--- src/rtl/br_pkg.sv ---
// Shared types and constants for the status/branch unit.
// Also used by the decode-stage predictor.
package br_pkg;

    typedef enum logic [1:0] {
        COND_Z   = 2'b00,
        COND_N   = 2'b01,
        COND_V   = 2'b10,
        COND_LEZ = 2'b11
    } cond_e;

    typedef enum logic [1:0] {
        S_IDLE,
        S_EVAL,
        S_LINK,
        S_RESP
    } state_e;

    typedef struct packed {
        logic       link;
        logic [1:0] cond;
    } br_op_t;

    localparam int LINK_REG_DEF = 31;
    localparam int PC_INC       = 4;

endpackage

--- src/rtl/br_cond_eval.sv ---
// Flag-condition evaluator, purely combinational.
// Shared with the decode-stage predictor.
module br_cond_eval
    import br_pkg::*;
(
    input  logic [1:0] cond,
    input  logic       n,
    input  logic       v,
    input  logic       z,
    output logic       taken
);

    always_comb begin
        taken = 1'b0;
        unique case (1'b1)
            (cond == COND_Z):   taken = z;
            (cond == COND_N):   taken = n;
            (cond == COND_V):   taken = v;
            (cond == COND_LEZ): taken = z | n;
            default:            taken = 1'b0;
        endcase
    end

endmodule

--- src/rtl/status_branch_unit.sv ---
// N/V/Z status register and flag-conditioned branch resolver
// with optional link-register write.
module status_branch_unit
    import br_pkg::*;
#(
    parameter int PC_W     = 32,
    parameter int LINK_REG = LINK_REG_DEF
) (
    input  logic            clk,
    input  logic            rst_n,
    input  logic            flag_we,
    input  logic            flag_n,
    input  logic            flag_v,
    input  logic            flag_z,
    input  logic            br_valid,
    output logic            br_ready,
    input  logic [2:0]      br_op,
    input  logic [PC_W-1:0] br_pc,
    input  logic [PC_W-1:0] br_target,
    output logic            res_valid,
    input  logic            res_ready,
    output logic            res_taken,
    output logic [PC_W-1:0] res_next_pc,
    output logic            link_we,
    output logic [4:0]      link_addr,
    output logic [PC_W-1:0] link_data,
    output logic            stat_n,
    output logic            stat_v,
    output logic            stat_z
);

    state_e          state;
    br_op_t          op_q;
    logic [PC_W-1:0] pc_q;
    logic [PC_W-1:0] tgt_q;
    logic [PC_W-1:0] pc_inc;
    logic            taken;

    assign link_addr = 5'(LINK_REG);
    assign pc_inc    = pc_q + PC_W'(PC_INC);

    br_cond_eval u_cond (
        .cond  (op_q.cond),
        .n     (stat_n),
        .v     (stat_v),
        .z     (stat_z),
        .taken (taken)
    );

    always_ff @(posedge clk or negedge rst_n) begin
        if (!rst_n) begin
            stat_n <= 1'b0;
            stat_v <= 1'b0;
            stat_z <= 1'b0;
        end else if (flag_we) begin
            stat_n <= flag_n;
            stat_v <= flag_v;
            stat_z <= flag_z;
        end
    end

    always_ff @(posedge clk or negedge rst_n) begin
        if (!rst_n) begin
            state       <= S_IDLE;
            br_ready    <= 1'b0;
            res_valid   <= 1'b0;
            res_taken   <= 1'b0;
            res_next_pc <= '0;
            link_we     <= 1'b0;
            link_data   <= '0;
            op_q        <= '0;
            pc_q        <= '0;
            tgt_q       <= '0;
        end else begin
            link_we <= 1'b0;
            unique case (state)
                S_IDLE: begin
                    br_ready <= 1'b1;
                    if (br_valid && br_ready) begin
                        op_q     <= br_op;
                        pc_q     <= br_pc;
                        tgt_q    <= br_target;
                        br_ready <= 1'b0;
                        state    <= S_EVAL;
                    end
                end
                // A flag write in flight means stat_* is stale; wait for it.
                S_EVAL: begin
                    if (!flag_we) begin
                        res_taken   <= taken;
                        res_next_pc <= taken ? tgt_q : pc_inc;
                        link_data   <= pc_inc;
                        if (op_q.link) begin
                            link_we <= 1'b1;
                            state   <= S_LINK;
                        end else begin
                            res_valid <= 1'b1;
                            state     <= S_RESP;
                        end
                    end
                end
                S_LINK: begin
                    res_valid <= 1'b1;
                    state     <= S_RESP;
                end
                S_RESP: begin
                    if (res_ready) begin
                        res_valid <= 1'b0;
                        br_ready  <= 1'b1;
                        state     <= S_IDLE;
                    end
                end
                default: state <= S_IDLE;
            endcase
        end
    end

endmodule

--- config.mk ---
export PLATFORM = sky130hd
export DESIGN_NAME = status_branch_unit
export DESIGN_NICKNAME = d
export VERILOG_FILES = /design/src/rtl/br_pkg.sv /design/src/rtl/br_cond_eval.sv /design/src/rtl/status_branch_unit.sv
export SDC_FILE = /design/constraint.sdc
export NUM_CORES = 1
export LEC_CHECK = 0
export CAP_MARGIN = 0
export CORE_ASPECT_RATIO = 1.75
export CORE_UTILIZATION = 45
export DETAILED_ROUTE_END_ITERATION = 10
export GPL_TIMING_DRIVEN = 0
export MAX_ROUTING_LAYER = met4
export PLACE_DENSITY = 0.77
export RECOVER_POWER = 25
export SETUP_SLACK_MARGIN = 0.3
export SLEW_MARGIN = 20
export SYNTH_ARGS = -nofsm -noshare
export SYNTH_HDL_FRONTEND = slang
export SYNTH_SLANG_ARGS = --single-unit
--- constraint.sdc ---
create_clock -name clk -period 2 [get_ports clk]
set_input_delay 0.4 -clock clk [delete_from_list [all_inputs] [get_ports clk]]
set_output_delay 0.4 -clock clk [all_outputs]
set_load 0.05 [all_outputs]
==> metrics.md, run 1 <==
| Metric | Value |
|---|---|
| Fin cells | 932 |
| Initial antenna violation count | 0 |
| Bufs on Longest Clock Path | 2 |
| Post-synth top area cell | dfrtp_1 |
| Final Util | ~73% |
| Number of H-tree levels | 4 |
| Clk_skew | 0.00760 ns |
| Core box area | roughly 0.013 sq mm |
| Worst-Margin Slew | 0.884 ns |
| CTS tree | built |
| Routability congestion estimate | about 0.9 |
| Leakage power total | ~0.0042 uW |
| Final ANT Viol Nets | 0 |
| Die Area | 0.0140 sq mm |
| Max frequency | about 480 MHz |
| # fillers | 834 |
| I/O Buffers | 145 |
| Worst Setup Start Kind | flip-flop |
| Hold Path Class | input port to async pin |
| Largest net degree at the start of global routing | 96 |
| Ant diodes | 0 |
| Worst Path Max Fanout | 5 |
| Sequential area share after synthesis | between 50 and 60% |
| Cells after DPL | 850 |
| Top_reg_cell synth | dfrtp_1 |
| Setup Total Neg Slack | -0.123 ns |
| CTS clk-pin slew, worst paths | 0.06 ns |
| Most frequent cells in the layout | 122 x dfrtp_1, 72 x clkdlybuf4s50_1, 70 x mux2_2 |
| Detail Placement HPWL | 12500 microns |
| DR vias | about 5300 |
| Syn avg cell area | 11.5 sq um |
| Worst skew pair latency | 0.43 ns |
| Clock root cell | clkbuf_16 |
| Max-cap violation count | 0 |
| Row count | 55 |
| Status | finished, violations left |
| Mux share of post-synthesis cell area | 13.0% |
| Iter 0 DRT Violations | approximately 360 |
| Vias in the first global route | 5367 |
| Pins over their slew limit | 0 |
| Most common cell after layout, fill and taps aside | dfrtp_1 |
| Gr usage total | 28.5% |
| Area grow syn2layout | 56.6% |
| Final WL | 20000 microns |
| Synthesized flop and latch total | 140 |
| Clk sinks | 140 |
| Crit Path Category | flip-flop to flip-flop |
| Crit end category | flip-flop |
| Top-area cell type share of the netlist area | 57.8% |
| DR pass1 iterations | 5 |
| Synth Area in Adders | 1.03% |
| Power per cell area | 1840 mW/mm^2 |
| Post-synth EDFFs | 0 |
| Post-DR vias/cell | roughly 5.7 |
| Die X | 89.8 microns |
| Compound-Gate Fraction of Synth Area | 10.7% |
| Worst VDD drop | around 1100 uV |
| Slew HR | around two fifths |
| Total Power | 17500 uW |
| RSZ-0062 raised after global routing | true |
| Failing checks | negative setup slack |
| Initial Utilization | 46.6% |
| Largest family of logic cells by synthesized area | multiplexers |
| Worst EP required | 2.31 ns |
| Routed length per instance | 21.5 microns |
| Post-synth ARST share | 100% |
| Layout cells sized above 1 | 45.7% |
| Top post-synthesis cells by area | dfrtp_1 58%, mux2_2 13%, o21ai_0 5.4%, nand2_1 3.8%, xor2_1 2.6% |
| Final WS setup | -0.0767 ns |
| CTS Buf Count | 17 |
| First-pass GRT wire length | 28500 microns |
| Final setup viols | 2 |
| WHS | 0.454 ns |
| Grt ovf | 0 |
| Final Hold Fails | 0 |
| Min Tclk post-route | 2.08 ns |
| Final nets | 828 |
| Crit path DAT | between 2 and 2.5 ns |
| Post-synthesis simple-gate area fraction | ~11% |
| Unique masters post-synth | between 40 and 50 |
| DRC errors left | 0 |
| Cell Area, Synth | 0.00606 sq mm |
| Final critical-path share of the clock period | 104% |
| Cells after Synth | 529 |
| Num ports | roughly 150 |
| Ys Warns | 0 |
| Xor/xnor share of the synthesized area | 3.75% |
| Chip Height | 156 microns |
synth_stat cells (2+ instances only):
master / count
nor3b_1: 2
nor4_1: 4
buf_4: 5
a21oi_1: 28
clkbuf_1: 19
nand2_1: 61
nand3_1: 10
xnor2_1: 8
and4_1: 3
buf_1: 6
nand4_1: 8
mux2_2: 70
xor2_1: 18
nor3_1: 3
ha_1: 5
o21ai_0: 65
a21o_1: 11
nor2_1: 14
and3_1: 17
inv_1: 7
a31oi_1: 5
dfrtp_1: 140
logic make-up (layout without fill, tap and decap cells):
family,count (synthesis),after routing
AND/OR/NAND/NOR,132,132
flip-flops,140,140
multiplexers,70,70
AO/OA/AOI/OAI,117,118
adder cells (fa/ha/maj),5,5
other,1,5
buffers and inverters,38,265
XOR/XNOR,26,26
worst paths after layout:
kind,startpoint,end,slack (ns),cells after the start
worst min register to register,res_next_pc[7],res_next_pc[7],0.48,1
worst max-delay path,pc_q[2],link_data[31],-0.08,7
min in group clk,res_next_pc[7],res_next_pc[7],0.48,1
worst max register to register,pc_q[2],link_data[31],-0.08,7
max in group asynchronous,rst_n,pc_q[16],0.30,3
worst min-delay path,rst_n,res_next_pc[6],0.45,2
registers in the layout (all words and copies together) (netlist names):
register     flops
link_data       32
pc_q            32
res_next_pc     32
tgt_q           32
op_q             3
state            2
br_ready         1
link_we          1
res_taken        1
res_valid        1
stat_n           1
stat_v           1
stat_z           1
power breakdown:
group	leakage, uW	switching (uW)	internal (uW)	total [uW]
Clock	0.000321	1270	2250	3520
Combinational	0.00217	5240	3340	8580
Sequential	0.00169	1180	4230	5410
Total	0.00418	7680	9820	17500
worst max-delay path, stage by stage (launching register included):
cell     delay, ns
dfrtp_2       0.38
buf_6         0.11
nand4_1       0.11
buf_6         0.16
nor4_4        0.42
nand4_1       0.36
xor2_2        0.32
o21ai_1       0.10
final cells by class:
class,instances,area (sq um),share of cell area (%)
Tap cell,171,214,2.25
Inverter,7,26.3,0.277
Buffer,31,269,2.83
Clock buffer,18,439,4.62
Clock inverter,14,216,2.28
Sequential cell,140,3530,37.1
Timing Repair Buffer,195,1800,18.9
Multi-Input combinational cell,356,3010,31.7
metrics by stage:
stage | cell area (sq um) | worst slack [ns]
after global routing | 9500 | -0.159
after floorplan | 6120 | 0.124
final | 9500 | -0.0767
after global placement | 7790 | -5.23
after detailed placement | 7820 | -0.572
after CTS | 9230 | 0.128
metal layers:
metal | global-route usage, % | wire length [microns] | vias up
met2 | 51.6 | 11100 | 251
met4 | 19.9 | 1380 | 0
met5 | - | 0 | -
met3 | 6.19 | 1180 | 87
li1 | - | - | 2294
met1 | 26.5 | 6400 | 2684
repair_timing:
| item | 4_1_cts | 5_1_grt |
|---|---|---|
| pin swaps | 23 | 45 |
| endpoints found under the hold margin | 45 | 0 |
| hold buffers | 1 | 0 |
| cloned | 3 | 0 |
| buffers inserted | 29 | 17 |
| endpoints found under the setup margin | 205 | 139 |
| resized for setup | 300 | 114 |
Note: power is estimated with default switching activity, not from simulation.
==> inputs of run 2 (changes only) <==
--- a/config.mk
+++ b/config.mk
@@ -9,7 +9,6 @@
 export CORE_ASPECT_RATIO = 1.75
 export CORE_UTILIZATION = 45
 export DETAILED_ROUTE_END_ITERATION = 10
-export GPL_TIMING_DRIVEN = 0
 export MAX_ROUTING_LAYER = met4
 export PLACE_DENSITY = 0.77
 export RECOVER_POWER = 25
==> metrics.md, run 2 (synthesis results as in run 1) <==
| Metric | Value |
|---|---|
| Status | complete, no violations |
| Row count | 55 |
| DRT met1 WL | 5790 microns |
| Multi-input logic area | 0.00284 sq mm |
| RSZ-0062 raised after global routing | true |
| Bufs and invs on worst path | 0 |
| DR pass1 iterations | 5 |
| Worst-Margin Slew | between 0.7 and 0.8 ns |
| Routability congestion estimate | slightly above 0.9 |
| Worst Setup Start Kind | flip-flop |
| Worst skew pair latency | roughly 0.4 ns |
| Gr usage total | 25.5% |
| CTS Buf Count | 17 |
| Die Area | 0.0140 sq mm |
| CTS clk-pin slew, worst paths | 0.06 ns |
| Worst reg2reg path startpoint | pc_q[10] |
| Clk_skew | 0.00886 ns |
| Chip Height | 156 microns |
| CTS tree | built |
| DR vias | between 5000 and 6000 |
| Number of H-tree levels | 4 |
| Vias in the first global route | 5218 |
| Register area | 0.00351 sq mm |
| CP peak stage delay | about 0.60 ns |
| Largest net degree at the start of global routing | 48 |
| Routed length per instance | 19.1 microns |
| Final WL | 17300 microns |
| Worst VDD drop | 1060 uV |
| Worst-case reg-to-reg path depth | 5 |
| Hold Path Class | flip-flop to flip-flop |
| Num ports | 151 |
| DRC errors left | 0 |
| Ordered cell list for the critical path | nand4_4 > or4_4 > or3_4 > a31oi_1 > a21o_1 |
| Setup Total Neg Slack | 0 ns |
| Met2 Routed Length | 9700 microns |
| Ant diodes | 0 |
| Most common cell after layout, fill and taps aside | dfrtp_1 |
| Worst EP required | about 2.4 ns |
| Pins over their slew limit | 0 |
| Clock root cell | clkbuf_16 |
| Total Power | ~17000 uW |
| Crit Path Category | flip-flop to flip-flop |
| First-pass GRT wire length | 26200 microns |
| Final critical-path share of the clock period | a little over nine tenths |
| Initial Utilization | 46.6% |
| Detail Placement HPWL | 11800 microns |
| Hold path start | link_data[26] |
| Hold depth | 2 |
| # fillers | 882 |
| Critical R2R Capture | res_next_pc[20] |
| Die X | between 80 and 90 microns |
| Crit path DAT | around 2.2 ns |
| Clk sinks | 140 |
| Most frequent cells in the layout | 132 x dfrtp_1, 72 x clkdlybuf4s50_1, 70 x mux2_2 |
| CP max-delay cell | or4_4 |
| I/O Buffers | 145 |
| Grt ovf | 0 |
| Initial antenna violation count | 0 |
| Worst Path Max Fanout | 4 |
| Crit path max-delay family | simple AND/OR/NAND/NOR gates |
| Iter 0 DRT Violations | 238 |
| Hold EP | link_data[26] |
| Final nets | 805 |
| Min Tclk post-route | 1.87 ns |
| Wire length on met3 | 708 microns |
| Max-cap violation count | 0 |
| Crit end category | flip-flop |
| Final ANT Viol Nets | 0 |
| Max frequency | 534 MHz |
| Post-DR vias/cell | between 5 and 6 |
| Leakage power total | 0.00411 uW |
| Layout cells sized above 1 | roughly 38% |
| Power per cell area | ~1900 mW/mm^2 |
| Top Metal Used | met4 |
| Final Hold Fails | 0 |
| Bufs on Longest Clock Path | 2 |
| Core box area | about 0.013 sq mm |
| Slew HR | roughly half |
| Final setup viols | 0 |
| Reg2Reg Setup Slack | 0.13 ns |
| Area grow syn2layout | 51.4% |
[run 2: tightest hold or removal path: stages (launching register included)]
cell and delay, ns:
dfrtp_1 0.33, nand2_1 0.04, o21ai_0 0.06
[run 2: worst max-delay path by stage]
| stage | slack [ns] | cells past startpoint | to | from |
|---|---|---|---|---|
| 6_report | 0.13 | 5 | res_next_pc[20] | pc_q[10] |
| 3_5_place_dp | 0.03 | 6 | link_data[27] | pc_q[7] |
| 4_1_cts | 0.17 | 8 | link_data[25] | pc_q[2] |
| 3_3_place_gp | 0.11 | 6 | link_data[27] | pc_q[18] |
| 2_1_floorplan | 0.12 | 6 | res_next_pc[20] | pc_q[2] |
| 5_1_grt | 0.002 | 8 | link_data[21] | pc_q[5] |
[run 2: timing repair]
item                                   4_1_cts  5_1_grt
hold buffers                                 1        0
pin swaps                                   26       21
setup buffers                               18        9
endpoints found under the hold margin       43        0
resized for setup                          174       75
cloned                                       0        2
setup endpoints to repair                  113      113
[run 2: report_power, final]
part | switching [uW] | internal, uW
Clock | 1200 | 2510
Combinational | 4880 | 3110
Sequential | 1120 | 4210
Total | 7200 | 9830
[run 2: cell type report]
type                    count  area share (%)
flip-flops and latches    140            38.3
multi-input cells         355            30.9
repair buffers            204            20.5
clock buffers              18            4.78
clock inverters            14            2.89
well taps                 171            2.33
inverters                   7           0.286
[run 2: metrics by stage]
step	instance area, sq um	instances	hold WS [ns]	setup slack, ns	util [%]
floorplan	6120	533	0.104	0.124	-
global placement	7930	847	0.362	0.112	60.9
detailed placement	7930	847	0.362	0.0264	60.9
CTS	9020	898	0.478	0.172	69.3
global route	9180	909	0.505	0.00250	70.6
finish	9180	909	0.470	0.128	70.6
[run 2: layer usage]
| layer | vias up | GRT usage, % |
|---|---|---|
| met1 | 2528 | 24.3 |
| li1 | 2244 | - |
| met2 | 190 | 46.5 |
| met3 | 70 | 4.73 |
| met4 | 0 | 17.1 |
| met5 | - | - |
